`src/rtl/masked_sop_pipe_pkg.sv`:
```
// Shared types and elaboration helpers for the masked sum-of-products pipeline.
// Node numbering: leaves are 0..N-1, internal node N+k combines nodes 2k and 2k+1, root is RW-1.
package masked_pkg;

    typedef struct packed {
        logic s0;
        logic s1;
    } share_t;

    function automatic int log2_ceil(input int n);
        int r = 0;
        while ((1 << r) < n) begin
            r++;
        end
        return r;
    endfunction

    function automatic int lat_of(input int n_terms);
        return 1 + log2_ceil(n_terms);
    endfunction

    function automatic int rw_of(input int n_terms);
        return 2 * n_terms - 1;
    endfunction

    // Tree level of a node; level 0 is the term-AND stage.
    function automatic int node_level(input int n_terms, input int node);
        int base = n_terms;
        int cnt  = n_terms / 2;
        int lvl  = 1;
        if (node < n_terms) begin
            return 0;
        end
        while (node >= base + cnt) begin
            base = base + cnt;
            cnt  = cnt / 2;
            lvl++;
        end
        return lvl;
    endfunction

    localparam int DEFAULT_N_TERMS = 4;
    localparam int DEFAULT_LAT     = lat_of(DEFAULT_N_TERMS);
    localparam int DEFAULT_RW      = rw_of(DEFAULT_N_TERMS);

endpackage

```
`src/rtl/masked_sop_pipe_if.sv`:
```
// Streaming port bundle: two-share A/B term vectors in, two-share X and ~X out.
interface masked_sop_pipe_if #(
    parameter int N_TERMS = masked_pkg::DEFAULT_N_TERMS
);
    import masked_pkg::*;

    localparam int RW = rw_of(N_TERMS);

    logic               in_valid;
    logic               in_ready;
    logic [N_TERMS-1:0] a0;
    logic [N_TERMS-1:0] a1;
    logic [N_TERMS-1:0] b0;
    logic [N_TERMS-1:0] b1;
    logic [RW-1:0]      rnd;
    logic               out_valid;
    logic               out_ready;
    logic               x0;
    logic               x1;
    logic               xbar0;
    logic               xbar1;

    modport master (
        output in_valid, a0, a1, b0, b1, rnd, out_ready,
        input  in_ready, out_valid, x0, x1, xbar0, xbar1
    );

    modport slave (
        input  in_valid, a0, a1, b0, b1, rnd, out_ready,
        output in_ready, out_valid, x0, x1, xbar0, xbar1
    );

endinterface

```
`src/rtl/masked_sop_pipe_dom_and_reg.sv`:
```
// Registered DOM-independent masked AND: the four share products are registered
// before any share-domain XOR, so glitches cannot carry information across domains.
module dom_and_reg
    import masked_pkg::*;
(
    input  logic   clk,
    input  logic   rst,
    input  logic   en,
    input  logic   zeroize,
    input  share_t x,
    input  share_t y,
    input  logic   r,
    output share_t z
);

    logic p00_reg, p01_reg, p10_reg, p11_reg;
    logic p00_next, p01_next, p10_next, p11_next;

    always_comb begin
        p00_next = x.s0 & y.s0;
        p01_next = (x.s0 & y.s1) ^ r;
        p10_next = (x.s1 & y.s0) ^ r;
        p11_next = x.s1 & y.s1;
        if (zeroize) begin
            p00_next = 1'b0;
            p01_next = 1'b0;
            p10_next = 1'b0;
            p11_next = 1'b0;
        end
    end

    always_ff @(posedge clk or posedge rst) begin
        if (rst) begin
            p00_reg <= 1'b0;
            p01_reg <= 1'b0;
            p10_reg <= 1'b0;
            p11_reg <= 1'b0;
        end else if (en) begin
            p00_reg <= p00_next;
            p01_reg <= p01_next;
            p10_reg <= p10_next;
            p11_reg <= p11_next;
        end
    end

    assign z.s0 = p00_reg ^ p01_reg;
    assign z.s1 = p11_reg ^ p10_reg;

endmodule

```
`src/rtl/masked_sop_pipe.sv`:
```
// Pipelined two-share masked X = OR_i(A[i] & B[i]) with valid/ready backpressure.
// Optional MASKED_PIPE_ZEROIZE_EN: stages load all-zero shares when their incoming beat is a bubble.
module masked_sop_pipe
    import masked_pkg::*;
#(
    parameter int N_TERMS = DEFAULT_N_TERMS
)(
    input logic               clk,
    input logic               rst,
    masked_sop_pipe_if.slave  bus
);

    localparam int LAT = lat_of(N_TERMS);
    localparam int RW  = rw_of(N_TERMS);

    logic           adv;
    logic [LAT-1:0] valid_reg;
    logic [LAT-1:0] stage_vin;
    logic [LAT-1:0] stage_zero;
    share_t         node_sh [RW];

    // The whole pipe moves in lockstep; only a held output beat can stop it.
    assign adv          = ~(valid_reg[LAT-1] & ~bus.out_ready);
    assign bus.in_ready = adv;
    assign stage_vin    = {valid_reg[LAT-2:0], bus.in_valid};

`ifdef MASKED_PIPE_ZEROIZE_EN
    assign stage_zero = ~stage_vin;
`else
    assign stage_zero = '0;
`endif

    always_ff @(posedge clk or posedge rst) begin
        if (rst) begin
            valid_reg <= '0;
        end else if (adv) begin
            valid_reg <= stage_vin;
        end
    end

    genvar gi;
    generate
        for (gi = 0; gi < N_TERMS; gi++) begin : g_leaf
            dom_and_reg u_and (
                .clk     (clk),
                .rst     (rst),
                .en      (adv),
                .zeroize (stage_zero[0]),
                .x       ({bus.a0[gi], bus.a1[gi]}),
                .y       ({bus.b0[gi], bus.b1[gi]}),
                .r       (bus.rnd[gi]),
                .z       (node_sh[gi])
            );
        end

        // Masked OR as u ^ v ^ (u & v); the linear part is registered alongside the AND.
        for (gi = N_TERMS; gi < RW; gi++) begin : g_node
            localparam int LVL = node_level(N_TERMS, gi);
            localparam int CL  = 2 * (gi - N_TERMS);

            share_t and_sh;
            logic   lin0_reg, lin1_reg;
            logic   lin0_next, lin1_next;

            dom_and_reg u_and (
                .clk     (clk),
                .rst     (rst),
                .en      (adv),
                .zeroize (stage_zero[LVL]),
                .x       (node_sh[CL]),
                .y       (node_sh[CL+1]),
                .r       (bus.rnd[gi]),
                .z       (and_sh)
            );

            always_comb begin
                lin0_next = node_sh[CL].s0 ^ node_sh[CL+1].s0;
                lin1_next = node_sh[CL].s1 ^ node_sh[CL+1].s1;
                if (stage_zero[LVL]) begin
                    lin0_next = 1'b0;
                    lin1_next = 1'b0;
                end
            end

            always_ff @(posedge clk or posedge rst) begin
                if (rst) begin
                    lin0_reg <= 1'b0;
                    lin1_reg <= 1'b0;
                end else if (adv) begin
                    lin0_reg <= lin0_next;
                    lin1_reg <= lin1_next;
                end
            end

            assign node_sh[gi] = {lin0_reg ^ and_sh.s0, lin1_reg ^ and_sh.s1};
        end
    endgenerate

    assign bus.out_valid = valid_reg[LAT-1];
    assign bus.x0        = node_sh[RW-1].s0;
    assign bus.x1        = node_sh[RW-1].s1;
    assign bus.xbar0     = ~node_sh[RW-1].s0;
    assign bus.xbar1     = node_sh[RW-1].s1;

endmodule

```
`src/flat_wrapper.sv`:
```
// flat-port wrapper written by rule: the top's interface ports become plain ports
module masked_sop_pipe_flat import masked_pkg::*;
#(
    parameter int N_TERMS = DEFAULT_N_TERMS
)
  (clk, rst, bus_in_valid, bus_a0, bus_a1, bus_b0, bus_b1, bus_rnd, bus_out_ready, bus_in_ready, bus_out_valid, bus_x0, bus_x1, bus_xbar0, bus_xbar1);
  masked_sop_pipe_if #(.N_TERMS(N_TERMS)) bus_i ();
  input logic clk;
  input logic rst;
  input wire logic [$bits(bus_i.in_valid)-1:0] bus_in_valid;
  input wire logic [$bits(bus_i.a0)-1:0] bus_a0;
  input wire logic [$bits(bus_i.a1)-1:0] bus_a1;
  input wire logic [$bits(bus_i.b0)-1:0] bus_b0;
  input wire logic [$bits(bus_i.b1)-1:0] bus_b1;
  input wire logic [$bits(bus_i.rnd)-1:0] bus_rnd;
  input wire logic [$bits(bus_i.out_ready)-1:0] bus_out_ready;
  output wire logic [$bits(bus_i.in_ready)-1:0] bus_in_ready;
  output wire logic [$bits(bus_i.out_valid)-1:0] bus_out_valid;
  output wire logic [$bits(bus_i.x0)-1:0] bus_x0;
  output wire logic [$bits(bus_i.x1)-1:0] bus_x1;
  output wire logic [$bits(bus_i.xbar0)-1:0] bus_xbar0;
  output wire logic [$bits(bus_i.xbar1)-1:0] bus_xbar1;
  assign bus_i.in_valid = bus_in_valid;
  assign bus_i.a0 = bus_a0;
  assign bus_i.a1 = bus_a1;
  assign bus_i.b0 = bus_b0;
  assign bus_i.b1 = bus_b1;
  assign bus_i.rnd = bus_rnd;
  assign bus_i.out_ready = bus_out_ready;
  assign bus_in_ready = bus_i.in_ready;
  assign bus_out_valid = bus_i.out_valid;
  assign bus_x0 = bus_i.x0;
  assign bus_x1 = bus_i.x1;
  assign bus_xbar0 = bus_i.xbar0;
  assign bus_xbar1 = bus_i.xbar1;
  masked_sop_pipe #(.N_TERMS(N_TERMS)) u_core (.clk(clk), .rst(rst), .bus(bus_i));
endmodule
```
`config.mk`:
```
export PLATFORM = sky130hd
export DESIGN_NAME = masked_sop_pipe_flat
export DESIGN_NICKNAME = d
export VERILOG_FILES = /design/src/rtl/masked_sop_pipe_pkg.sv /design/src/rtl/masked_sop_pipe_if.sv /design/src/rtl/masked_sop_pipe_dom_and_reg.sv /design/src/rtl/masked_sop_pipe.sv /design/src/flat_wrapper.sv
export SDC_FILE = /design/constraint.sdc
export NUM_CORES = 1
export LEC_CHECK = 0
export BUFFER_PORTS_ARGS = -buffer_cell sky130_fd_sc_hd__buf_2
export CAP_MARGIN = 30
export CORE_UTILIZATION = 55
export DETAILED_ROUTE_END_ITERATION = 6
export HOLD_SLACK_MARGIN = 0.12
export PLACE_DENSITY = 0.83
export SYNTH_ARGS = -nofsm -noshare
export SYNTH_HDL_FRONTEND = slang
export SYNTH_SLANG_ARGS = --single-unit
export TNS_END_PERCENT = 50
```
`constraint.sdc`:
```
create_clock -name clk -period 3.4 [get_ports clk]
set_input_delay 1.02 -clock clk [delete_from_list [all_inputs] [get_ports clk]]
set_output_delay 1.02 -clock clk [all_outputs]
set_load 0.005 [all_outputs]
```
==> flow_summary_export.csv <==
group,metric,value,unit
outcome,status,"complete, no violations",
worst_setup_path,regToRegEndpoint,"u_core.g_node[6].lin0_reg$_DFFE_PP0N_",
worst_setup_path,regToRegSetupSlack,2.06,ns
worst_setup_path,path_common_cell,"buf_2",
floorplanning,ios,33,
grt,grt_overflow,0,
worst_setup_path,slowest_stage,"nor2b_2",
sta,setup_violations,0,
synth,yosysSeqAreaShare,49.83,%
power_and_ir_drop,vdd_drop_max,0.0003950,V
clocking,cts_root_buffer,"clkbuf_4",
clocking,cts_tree,"built",
clocking,cts.sinks,37,
worst_setup_path,end_kind,"output pin",
worst_setup_path,crit_chain,"buf_2 > nor2b_2 > inv_2 > buf_2",
synth,syn_inst,196,
worst_setup_path,critical_path.startpoint,"bus_out_ready",
clocking,path_clk_slew,0.11,ns
synth,syn_area_per_cell,9.480,sq um
layout,nets,262,
sta,slew_headroom,70.55,%
clocking,post_cts_buffers,0,
clocking,cts_resized,0,
grt,grt_pass1_wl,5.064,mm
power_and_ir_drop,finalPower,0.001753,W
worst_setup_path,r2r_start,"u_core.g_node[4].u_and.p01_reg$_DFFE_PP0N_",
grt,grt_pass1_vias,1256,
sta,tightest_slew,0.4417,ns
worst_setup_path,path_max_fanout,4,
power_and_ir_drop,power.density,824.6,nW/um^2
run,cap_violations,0,
worst_setup_path,crit_end,"bus_in_ready",
floorplanning,fp-row-count,20,
synth,yosys_warnings,0,
sta,tns,0,ns
sta,rsz0062_at_grt,"no",
clocking,cts_buffers,5,
worst_setup_path,crit_required,2.38,ns
floorplanning,dieArea,3614,sq um
route,finalWirelength,2.906,mm
clocking,cts_buffer_depth,2,
synth,synthesis.area,1858,sq um
sta,finalClockSkew,0.005955,ns
placement,place.gp.congestion,0.6969,
layout,drive_gt1_share,21.74,%
sta,period_share,72.60,%
grt,grt_max_degree,43,
layout,num_antenna_cells,0,
power_and_ir_drop,p_leak,1.126,nW
sta,final-max-slew-violation-count,0,
route,viasPerCell,4.905,
route,first_iter_violations,34,
clocking,ctsHoldBuffers,0,
route,dr.pass1.iters,4,
floorplanning,die_h,60.12,um
route,ant_nets,0,
placement,port_buffers,32,
route,drc,0,
placement,dp_hpwl,2.040,mm
sta,hold_viol_final,0,
floorplanning,start_util,59.40,%
sta,fmax,405.1,MHz
worst_setup_path,start_kind,"input pin",
sta,finalCriticalPeriod,2.468,ns
clocking,htree_levels,2,
sta,holdWs,0.4676,ns
synth,synth.distinct_cells,22,
route,vias,1344,
grt,grt_usage,19.70,%
worst_setup_path,rr_worst_depth,4,
synth,ys_seq_elements,37,
layout,area_growth,14.41,%
worst_setup_path,crit_type,"in -> out",
worst_setup_path,max_stage_delay,0.13,ns
worst_hold_path,hold_path_class,"reg -> reg",
worst_setup_path,cp.arrival,1.45,ns
floorplanning,core_area,3128,sq um
layout,nFillCells,276,
floorplanning,die_x,60.12,um
synth,syn_nets,229,
route,wl_per_cell,10.61,um
grt,antenna_found_initial,0,
clocking,worstSkewPairLatency,0.35,ns
## critical path: cells and delay by family
family	cells	cell delay, ns
buffers and inverters	3	0.30
and+or+nand+nor	1	0.13
## layout make-up
type,instances,area [sq um],share of cell area (%)
clock buffer,7,65.06,3.061
timing repair buffer,35,182.7,8.593
sequential,37,925.9,43.56
inverter,4,15.01,0.7063
clock inverter,1,5.005,0.2354
multi-input combinational,146,877.1,41.26
tap,44,55.05,2.590
## per-stage QoR
| stage | std cells | worst slack (ns) | cell area [sq um] | utilization (%) |
|---|---|---|---|---|
| final | 274 | 0.9316 | 2126 | 67.96 |
| after floorplan | 196 | 0.9053 | 1858 | - |
| after global routing | 274 | 0.9094 | 2126 | 67.96 |
| after detailed placement | 266 | 0.9299 | 2056 | 65.72 |
| after CTS | 274 | 0.9270 | 2126 | 67.96 |
| after global placement | 266 | 0.9247 | 2056 | 65.72 |
## kinds of logic after synthesis
group                    share of synthesized area, %
adder cells (fa/ha/maj)                         4.040
buffers and inverters                           3.097
flip-flops                                      49.83
XOR/XNOR                                        14.61
AO/OA/AOI/OAI                                   6.599
AND/OR/NAND/NOR                                 21.82
## cells in the mapped netlist
master / number / area (sq um)
a211o_1: 2 / 17.52
a21bo_2: 4 / 40.04
a31oi_1: 4 / 25.02
buf_2: 4 / 20.02
buf_4: 1 / 7.510
clkbuf_1: 4 / 15.01
dfrtp_1: 37 / 925.9
ha_1: 6 / 75.07
inv_1: 3 / 11.26
inv_2: 1 / 3.750
nand2_1: 76 / 285.3
nand2b_1: 1 / 6.260
nand3_1: 10 / 50.05
nand3b_1: 4 / 30.03
nand4_1: 2 / 12.51
nor2_1: 4 / 15.01
nor2b_1: 1 / 6.260
o21ai_0: 8 / 40.04
xnor2_1: 4 / 35.03
xor2_1: 16 / 140.1
xor3_1: 3 / 71.32
xor3_2: 1 / 25.02
## power breakdown
part,switching (W),internal (W)
combinational,0.000385,0.000405
sequential,0.0000966,0.000602
clock,0.000144,0.000120
total,0.000626,0.00113
## cell usage in the layout (no fill, tap or decap), types with 5 or more instances in the layout
| master | n |
|---|---|
| ha_1 | 6 |
| xor2_1 | 16 |
| buf_2 | 32 |
| o21ai_0 | 8 |
| nand3_1 | 10 |
| nand2_1 | 76 |
| dfrtp_1 | 37 |
| clkbuf_4 | 5 |
## how the worst min path moves through the flow
stage                                    startpoint                         endpoint  slack, ns  depth (start not counted)
floorplan           u_core.valid_reg[1]$_DFFE_PP0N_  u_core.valid_reg[1]$_DFFE_PP0N_       0.43                          2
global placement    u_core.valid_reg[1]$_DFFE_PP0N_  u_core.valid_reg[1]$_DFFE_PP0N_       0.44                          2
detailed placement  u_core.valid_reg[1]$_DFFE_PP0N_  u_core.valid_reg[1]$_DFFE_PP0N_       0.45                          2
CTS                 u_core.valid_reg[1]$_DFFE_PP0N_  u_core.valid_reg[1]$_DFFE_PP0N_       0.47                          2
global route        u_core.valid_reg[1]$_DFFE_PP0N_  u_core.valid_reg[1]$_DFFE_PP0N_       0.49                          2
finish              u_core.valid_reg[1]$_DFFE_PP0N_  u_core.valid_reg[1]$_DFFE_PP0N_       0.47                          2
## layer usage
layer	routed length (um)	track usage, %	vias up
met4	71	13.95	0
met2	1415	33.44	28
met3	111	3.896	8
met1	1307	21.83	612
li1	-	-	696
met5	0	0	-
(Power assumes the default switching activity.)
